==> src/rtl/systolic_tile_sched.sv <==
// Tile scheduler for the NxN systolic MAC array: walks the output tiles of
// C = A x B in row-major order, handshaking start/calc_done/clear/dout_done
// with the array for each tile and advancing buffer addresses incrementally.
module systolic_tile_sched #(
  parameter int unsigned N       = 8,
  parameter int unsigned TW      = 8,
  parameter int unsigned AW      = 13,
  parameter int unsigned TIMEOUT = 1023
) (
  input  logic          clk,
  input  logic          rst_n,
  input  logic          cmd_valid,
  output logic          cmd_ready,
  input  logic [7:0]    cmd_k,
  input  logic [TW-1:0] cmd_mt,
  input  logic [TW-1:0] cmd_pt,
  input  logic          cmd_out_mode,
  input  logic [AW-1:0] cmd_a_base,
  input  logic [AW-1:0] cmd_b_base,
  input  logic [AW-1:0] cmd_c_base,
  output logic          sa_start,
  output logic          sa_clear,
  output logic [7:0]    sa_k_param,
  output logic          sa_out_mode,
  input  logic          sa_calc_done,
  input  logic          sa_dout_done,
  output logic [AW-1:0] a_base,
  output logic [AW-1:0] b_base,
  output logic [AW-1:0] c_base,
  output logic [TW-1:0] tile_m,
  output logic [TW-1:0] tile_p,
  output logic          busy,
  output logic          job_done,
  output logic          err
);

  // Wait counter only needs to reach TIMEOUT-1: a wait state is abandoned
  // after TIMEOUT cycles spent in it without the awaited pulse.
  localparam int unsigned CW = (TIMEOUT > 1) ? $clog2(TIMEOUT) : 1;
  localparam logic [CW-1:0] TO_LAST = CW'(TIMEOUT - 1);

  typedef enum logic [2:0] {
    S_IDLE, S_START, S_WAIT_CALC, S_CLEAR, S_WAIT_DOUT, S_NEXT, S_DONE
  } state_t;

  state_t        state_q, state_d;
  logic [7:0]    k_q, k_d;
  logic [TW-1:0] mt_q, mt_d, pt_q, pt_d;
  logic          mode_q, mode_d;
  logic [AW-1:0] b_base0_q, b_base0_d;
  logic [AW-1:0] a_base_q, a_base_d, b_base_q, b_base_d, c_base_q, c_base_d;
  logic [TW-1:0] tile_m_q, tile_m_d, tile_p_q, tile_p_d;
  logic [CW-1:0] cnt_q, cnt_d;
  logic          err_q, err_d;
  logic          sa_start_q, sa_start_d, sa_clear_q, sa_clear_d;
  logic          cmd_ready_q, cmd_ready_d, busy_q, busy_d;
  logic          job_done_q, job_done_d;
  logic          last_p, last_tile, degenerate;

  assign last_p     = (tile_p_q == pt_q - TW'(1));
  assign last_tile  = last_p && (tile_m_q == mt_q - TW'(1));
  assign degenerate = (cmd_k == 8'd0) || (cmd_mt == '0) || (cmd_pt == '0);

  // Next-state, datapath and registered-output logic.
  always_comb begin
    state_d   = state_q;
    k_d       = k_q;
    mt_d      = mt_q;
    pt_d      = pt_q;
    mode_d    = mode_q;
    b_base0_d = b_base0_q;
    a_base_d  = a_base_q;
    b_base_d  = b_base_q;
    c_base_d  = c_base_q;
    tile_m_d  = tile_m_q;
    tile_p_d  = tile_p_q;
    cnt_d     = cnt_q;
    err_d     = err_q;
    unique case (state_q)
      S_IDLE: begin
        if (cmd_valid && cmd_ready_q) begin
          k_d       = cmd_k;
          mt_d      = cmd_mt;
          pt_d      = cmd_pt;
          mode_d    = cmd_out_mode;
          b_base0_d = cmd_b_base;
          a_base_d  = cmd_a_base;
          b_base_d  = cmd_b_base;
          c_base_d  = cmd_c_base;
          tile_m_d  = '0;
          tile_p_d  = '0;
          err_d     = 1'b0;
          state_d   = degenerate ? S_DONE : S_START;
        end
      end
      S_START: begin
        cnt_d   = '0;
        state_d = S_WAIT_CALC;
      end
      S_WAIT_CALC: begin
        if (sa_calc_done) begin
          state_d = S_CLEAR;
        end else if (cnt_q == TO_LAST) begin
          err_d   = 1'b1;
          state_d = S_DONE;
        end else begin
          cnt_d = cnt_q + CW'(1);
        end
      end
      S_CLEAR: begin
        cnt_d   = '0;
        state_d = S_WAIT_DOUT;
      end
      S_WAIT_DOUT: begin
        if (sa_dout_done) begin
          state_d = last_tile ? S_DONE : S_NEXT;
        end else if (cnt_q == TO_LAST) begin
          err_d   = 1'b1;
          state_d = S_DONE;
        end else begin
          cnt_d = cnt_q + CW'(1);
        end
      end
      S_NEXT: begin
        c_base_d = c_base_q + AW'(N);
        if (!last_p) begin
          tile_p_d = tile_p_q + TW'(1);
          b_base_d = b_base_q + AW'(k_q);
        end else begin
          tile_p_d = '0;
          b_base_d = b_base0_q;
          tile_m_d = tile_m_q + TW'(1);
          a_base_d = a_base_q + AW'(k_q);
        end
        state_d = S_START;
      end
      S_DONE: begin
        state_d = S_IDLE;
      end
      default: begin
        state_d = S_IDLE;
      end
    endcase
    // Pulses and status track the state being entered; job_done lags DONE.
    sa_start_d  = (state_d == S_START);
    sa_clear_d  = (state_d == S_CLEAR);
    cmd_ready_d = (state_d == S_IDLE);
    busy_d      = (state_d != S_IDLE);
    job_done_d  = (state_q == S_DONE);
  end

  // State and datapath registers.
  always_ff @(posedge clk or negedge rst_n) begin
    if (!rst_n) begin
      state_q     <= S_IDLE;
      k_q         <= '0;
      mt_q        <= '0;
      pt_q        <= '0;
      mode_q      <= 1'b0;
      b_base0_q   <= '0;
      a_base_q    <= '0;
      b_base_q    <= '0;
      c_base_q    <= '0;
      tile_m_q    <= '0;
      tile_p_q    <= '0;
      cnt_q       <= '0;
      err_q       <= 1'b0;
      sa_start_q  <= 1'b0;
      sa_clear_q  <= 1'b0;
      cmd_ready_q <= 1'b1;
      busy_q      <= 1'b0;
      job_done_q  <= 1'b0;
    end else begin
      state_q     <= state_d;
      k_q         <= k_d;
      mt_q        <= mt_d;
      pt_q        <= pt_d;
      mode_q      <= mode_d;
      b_base0_q   <= b_base0_d;
      a_base_q    <= a_base_d;
      b_base_q    <= b_base_d;
      c_base_q    <= c_base_d;
      tile_m_q    <= tile_m_d;
      tile_p_q    <= tile_p_d;
      cnt_q       <= cnt_d;
      err_q       <= err_d;
      sa_start_q  <= sa_start_d;
      sa_clear_q  <= sa_clear_d;
      cmd_ready_q <= cmd_ready_d;
      busy_q      <= busy_d;
      job_done_q  <= job_done_d;
    end
  end

  assign cmd_ready   = cmd_ready_q;
  assign sa_start    = sa_start_q;
  assign sa_clear    = sa_clear_q;
  assign sa_k_param  = k_q;
  assign sa_out_mode = mode_q;
  assign a_base      = a_base_q;
  assign b_base      = b_base_q;
  assign c_base      = c_base_q;
  assign tile_m      = tile_m_q;
  assign tile_p      = tile_p_q;
  assign busy        = busy_q;
  assign job_done    = job_done_q;
  assign err         = err_q;

endmodule

==> config.mk <==
export PLATFORM = sky130hd
export DESIGN_NAME = systolic_tile_sched
export DESIGN_NICKNAME = d
export VERILOG_FILES = /design/src/rtl/systolic_tile_sched.sv
export SDC_FILE = /design/constraint.sdc
export NUM_CORES = 1
export LEC_CHECK = 0
export ABC_AREA = 1
export CAP_MARGIN = 5
export CORE_ASPECT_RATIO = 1.25
export CORE_UTILIZATION = 40
export CTS_BUF_LIST = sky130_fd_sc_hd__clkbuf_4 sky130_fd_sc_hd__clkbuf_8
export DETAILED_ROUTE_END_ITERATION = 10
export PLACE_DENSITY = 0.63
export SYNTH_ARGS = -nofsm -noshare
export SYNTH_HDL_FRONTEND = slang
export SYNTH_SLANG_ARGS = --single-unit
==> constraint.sdc <==
create_clock -name clk -period 2.8 [get_ports clk]
set_input_delay 0.56 -clock clk [delete_from_list [all_inputs] [get_ports clk]]
set_output_delay 0.56 -clock clk [all_outputs]
set_load 0.01 [all_outputs]
==> results of run 1 <==
[layout by cell type (no fill, tap or decap), types with 13 or more instances in the layout]
cell / synthesis / routed
a21oi_1: 41 / 41
o21ai_0: 57 / 57
buf_4: 3 / 13
nor2_1: 67 / 66
xor2_1: 19 / 19
ha_1: 23 / 23
dfrtp_1: 111 / 111
clkdlybuf4s50_1: 0 / 137
inv_2: 13 / 13
nand2_1: 296 / 296
o211ai_1: 13 / 13
nand3_1: 57 / 57
inv_1: 90 / 90
[sequential cells by signal, indices dropped and copies added, names as in the netlist, 3 cells and up]
register / flops
a_base: 13
b_base: 13
b_base0_q: 13
c_base: 13
cnt_q: 10
mt_q: 8
pt_q: 8
sa_k_param: 8
state_q: 3
tile_m: 8
tile_p: 8
[final cells by class]
type / count / area (um2) / share of cell area (%)
inverter: 104 / 393 / 4.48
tap: 220 / 275 / 3.14
timing repair buffer: 151 / 1490 / 17.0
clock buffer: 11 / 145 / 1.66
clock inverter: 5 / 128 / 1.46
sequential: 112 / 2800 / 32.0
multi-input combinational: 684 / 3530 / 40.3
[worst max-delay path, delay by kind of cell (launching register included)]
family	cells	cell delay (ns)
fa+ha+maj	2	0.63
simple gates	4	0.54
compound gates	2	0.50
flops	1	0.46
xor+xnor	1	0.14
buf+inv	1	0.08
[per-layer routing]
metal / vias to the layer above / share of wire, %
met1: 2977 / 45
li1: 3276 / -
met5: - / 0
met3: 34 / 3.2
met4: 0 / 2.7
met2: 123 / 49
[through the flow]
step	worst slack [ns]	std cells
floorplan	0.683	924
finish	0.320	1287
global placement	0.329	1271
CTS	0.303	1287
global route	0.0524	1287
detailed placement	0.339	1271
[worst max-delay path by stage]
stage | endpoint | cells past startpoint
after global placement | b_base[8] | 10
after detailed placement | b_base[10] | 10
final | b_base[8] | 10
after floorplan | b_base[10] | 10
after global routing | b_base[10] | 10
after CTS | b_base[10] | 10
[cells by family after synthesis]
| kind of cell | count (synthesis) | share of synthesized area, % |
|---|---|---|
| flip-flops | 112 | 41.0 |
| AND/OR/NAND/NOR | 476 | 29.9 |
| AO/OA/AOI/OAI | 151 | 12.7 |
| buffers and inverters | 128 | 7.51 |
| multiplexers | 1 | 0.146 |
| XOR/XNOR | 31 | 3.97 |
| adder cells (fa/ha/maj) | 25 | 4.79 |
[power by group through the flow]
stage          clock network, uW  registers [uW]  logic, uW
6_report                    1300            2910       4590
5_1_grt                     1380            3000       5200
4_1_cts                     1320            2920       4620
3_5_place_dp                   0            2940       4600
3_3_place_gp                   0            2940       4560
2_1_floorplan                  0            2930       2890
==> results.cfg, run 1 <==
[cts]
post_cts_resized = 0
clk_latency_ns = 0.39
cts_root_buf = clkbuf_8
clkTransAtPathRegs_ns = 0.11
cts_made_buffers = 9
clock-sinks = 112
cts_hold_buf = 0
htree_levels = 3
clockBufferDepth = 2
post-cts-setup-buffer-count = 0
cts_tree = yes

[floorplan]
rows = 53
die_w_um = 119
boundaryPins = 139
core-area_um2 = 16800
start_util_pct = 40.8
die_area_um2 = 17600
die_y_um = 148

[worst_setup_path]
worstPathCellList = ha_1 -> inv_1 -> fa_1 -> o21ai_0 -> nand4_1 -> nand2_1 -> xnor2_1 -> nand3_1 -> o211ai_1 -> nand2_1
critPathMaxFanout = 4
r2r_end = b_base[8]
rr_startpoint = sa_k_param[0]
reg2regPathDepth = 10
path_common_cell = nand2_1
start_kind = register
r2r_slack_ns = 0.32
path_class = register to register
cp-startpoint = sa_k_param[0]
end_kind = register
slowest_delay_ns = 0.46
crit_path_top_delay_cell = dfrtp_1
cp_data_arrival_time_ns = 2.76
worstPathRequired_ns = 3.08

[timing]
clock_skew_ns = 0.0125
rsz0062_at_grt = false
fin_crit_ns = 2.48
worst_pin_slew_ns = 0.534
setup_tns_ns = 0
finalCritPeriodShare_pct = 88.6
finalMaxSlewViolations = 0
timing.hold.ws_ns = 0.125
setup_viol_count_final = 0
finalHoldViolCount = 0
relSlewSlack_pct = 64.3
fmax_mhz = 403

[synth]
avgSynthCellArea_um2 = 7.41
synth_top_area_share_pct = 40.6
yosysUniqueCellTypes = 51
seq_area_frac_synth_pct = 41.0
synth_commonest_cells = nand2_1 (296), dfrtp_1 (111), inv_1 (90), nor2_1 (67)
synth_nets = 1018
yosysMostFrequentCell = nand2_1
synthFlopType = dfrtp_1
synth_edf_count = 0
synth_top_area_cell = dfrtp_1
ys_ff_latch = 112
async_reset_ff_share_pct = 100
syn_inst = 924
synthesis.area_um2 = 6840
ys_top_cells_by_area = dfrtp_1 (41%), nand2_1 (16%), inv_1 (4.9%)
yosys_warnings = 0

[global_route]
grtUsageMet1_pct = 28.7
globalRouteMet3Util_pct = 2.80
gr-max-usage-layer = met2
grt_use_met2_pct = 38.3
grt_max_degree = 39
grt_use_total_pct = 22.5
grt_pass1_wl_um = 31100
grt_pass1_vias = 6215
grt.overflow.total = 0
antenna_found_initial = 0

[layout]
design_area_um2 = 8770
finish.utilization_pct = 52.3
nFillCells = 1618
drive_gt1_share_pct = 7.40
area_delta_synth_final_pct = 28.1
fin_nets = 1156
num_antenna_cells = 0

[drt]
drt_wl_total_um = 19100
drt_first_pass_iters = 5
first_iter_violations = 343
drc = 0
postRouteAntennaNets = 0
avgViaCountPerCell = 4.98
route.vias.total = 6410
routedWlPerCell_um = 14.9

[placement]
io_buffers = 138
gp_congestion = 0.876
placed_cell_area_um2 = 8490
dp_hpwl_um = 14700

[power_and_ir_drop]
power_density_nw_per_um2 = 1000
p_sw_uw = 3800
p_clk_share_pct = 14.7
fin_total_pwr_uw = 8800
p_int_uw = 5000
vdd_drop_max_v = 0.000438
p_seq_share_pct = 33.1
power.leakage_uw = 0.00415
switching_share_pct = 43.2
p_comb_share_pct = 52.2

[worst_hold_path]
hold_class = input pin to asynchronous set/reset pin

[status]
status = finished clean

[run]
drv_cap = 0
No activity file was read; power rests on OpenSTA's default activity.
==> run 2: changes to the inputs <==
Settings changed: CORE_ASPECT_RATIO 1.25 to default.
==> run 2 against run 1 <==
- cell area fell by 0.98%
- clock skew fell by 0.0031 ns
- fmax rose by 4.2%
- wire length fell by 2.2%
- highest routed layer unchanged
==> results.cfg, run 2 (synthesis gave the netlist of run 1 again) <==
[status]
status = finished clean

[placement]
placed_cell_area_um2 = 8480
dp_hpwl_um = 13900
placed_cells = 1267
gp_congestion = 0.903
io_buffers = 138
preCtsSetupSlack_ns = 0.425

[timing]
clock_skew_ns = 0.00940
finalCritPeriodShare_pct = 84.9
rsz0062_at_grt = false
finalHoldViolCount = 0
fin_crit_ns = 2.38
relSlewSlack_pct = 63.4
fmax_mhz = 420
setup_slack_ns = 0.421
setup_tns_ns = 0
worst_pin_slew_ns = 0.549
setup_viol_count_final = 0
finalMaxSlewViolations = 0

[power_and_ir_drop]
power.leakage_uw = 0.00410
vdd_drop_max_v = 0.000659
power_density_nw_per_um2 = 980

[floorplan]
core-area_um2 = 16600
die_w_um = 133
start_util_pct = 41.1
rows = 47
boundaryPins = 139
die_area_um2 = 17600
die_y_um = 133

[drt]
drc = 0
drt_first_pass_iters = 5
avgViaCountPerCell = 4.98
postRouteAntennaNets = 0
first_iter_violations = 371
drt_wl_total_um = 18700
route.vias.total = 6385
routedWlPerCell_um = 14.6

[cts]
clockBufferDepth = 2
htree_levels = 3
post-cts-setup-buffer-count = 0
clock-sinks = 112
cts_made_buffers = 9
clkTransAtPathRegs_ns = 0.11
clk_latency_ns = 0.40
cts_root_buf = clkbuf_8
cts_tree = yes

[worst_hold_path]
hp-start = b_base0_q[5]
min_to = b_base0_q[5]
hold_depth = 2
hold_class = register to register

[worst_setup_path]
r2r_slack_ns = 0.42
start_kind = register
reg2regPathDepth = 10
cp_data_arrival_time_ns = 2.67
worstPathRequired_ns = 3.09
rr_startpoint = sa_k_param[0]
cp-startpoint = sa_k_param[0]
critPathMaxFanout = 4
r2r_end = b_base[10]
crit_buf_inv = 1
critPathTopFamily = adder cells
slowest_delay_ns = 0.43
crit_path_top_delay_cell = dfrtp_1
worstPathCellList = ha_1 -> inv_1 -> fa_1 -> o21ai_0 -> nand4_1 -> nand2_1 -> nand2_1 -> xnor2_1 -> o211ai_1 -> nand2_1
path_class = register to register
end_kind = register
path_common_cell = nand2_1

[layout]
fin_nets = 1153
layout_commonest_cell = nand2_1
drive_gt1_share_pct = 6.96
finish.utilization_pct = 52.2
area_delta_synth_final_pct = 26.8
design_area_um2 = 8680
final_cell_mix = nand2_1 (296), clkdlybuf4s50_1 (137), dfrtp_1 (111)
num_antenna_cells = 0
final_cells = 1283

[global_route]
grt_pass1_wl_um = 31000
grt.overflow.total = 0
grt_max_degree = 68
grt_pass1_vias = 6103
antenna_found_initial = 0
grt_use_total_pct = 22.2

[run]
drv_cap = 0
## run 2: cell types whose count changed in the layout (fill, tap and decap cells not counted), sizes merged
cell / before / now
dlygate4sd3: 0 / 1
clkinv: 0 / 2
inv: 104 / 105
clkbuf: 11 / 10
bufinv: 4 / 1
buf: 14 / 10
## run 2: per-layer routing
metal / track usage [%] / share of wire, % / vias up
met5: 0 / 0 / -
met4: 4.92 / 1.2 / 0
met3: 4.87 / 5.3 / 20
met2: 35.0 / 46 / 173
met1: 30.9 / 48 / 2921
li1: - / - / 3271
## run 2: what timing repair did
item                                   CTS  global route
gates resized for setup                  0             0
endpoints found under the hold margin    3             0
setup endpoints to repair                0             0
hold buffers                             1             0
## run 2: layout make-up
cell class / instances / area [um2]
Clock inverter: 5 / 56.3
Tap cell: 220 / 275
Fill cell: 1683 / 7960
Sequential cell: 112 / 2800
Clock buffer: 10 / 138
Multi-Input combinational cell: 684 / 3530
Timing Repair Buffer: 148 / 1480
Inverter: 104 / 393
## run 2: worst reg2reg max path, stage by stage, from the launching register on
cell	delay (ns)
dfrtp_1	0.43
ha_1	0.21
inv_1	0.07
fa_1	0.40
o21ai_0	0.37
nand4_1	0.19
nand2_1	0.13
nand2_1	0.09
xnor2_1	0.13
o211ai_1	0.19
nand2_1	0.06
## run 2: worst max path at each step
stage,endpoint,slack (ns),cells past startpoint
detailed placement,b_base[10],0.43,10
global placement,b_base[10],0.47,10
floorplan,b_base[10],0.68,10
CTS,b_base[10],0.42,10
global route,a_base[1],0.20,15
finish,b_base[10],0.42,10
## run 2: through the flow
step | hold WS (ns) | power [uW]
CTS | 0.482 | 8570
finish | 0.477 | 8510
global placement | 0.379 | 7470
detailed placement | 0.379 | 7520
global route | 0.494 | 9300
floorplan | 0.264 | 5810
## run 2: power by group
group          internal [uW]  switching [uW]  leakage [uW]  total [uW]
Sequential              2250             636       0.00142        2880
Combinational           2030            2580       0.00258        4610
Clock                    434             575     0.0000985        1010
Total                   4710            3790       0.00410        8510
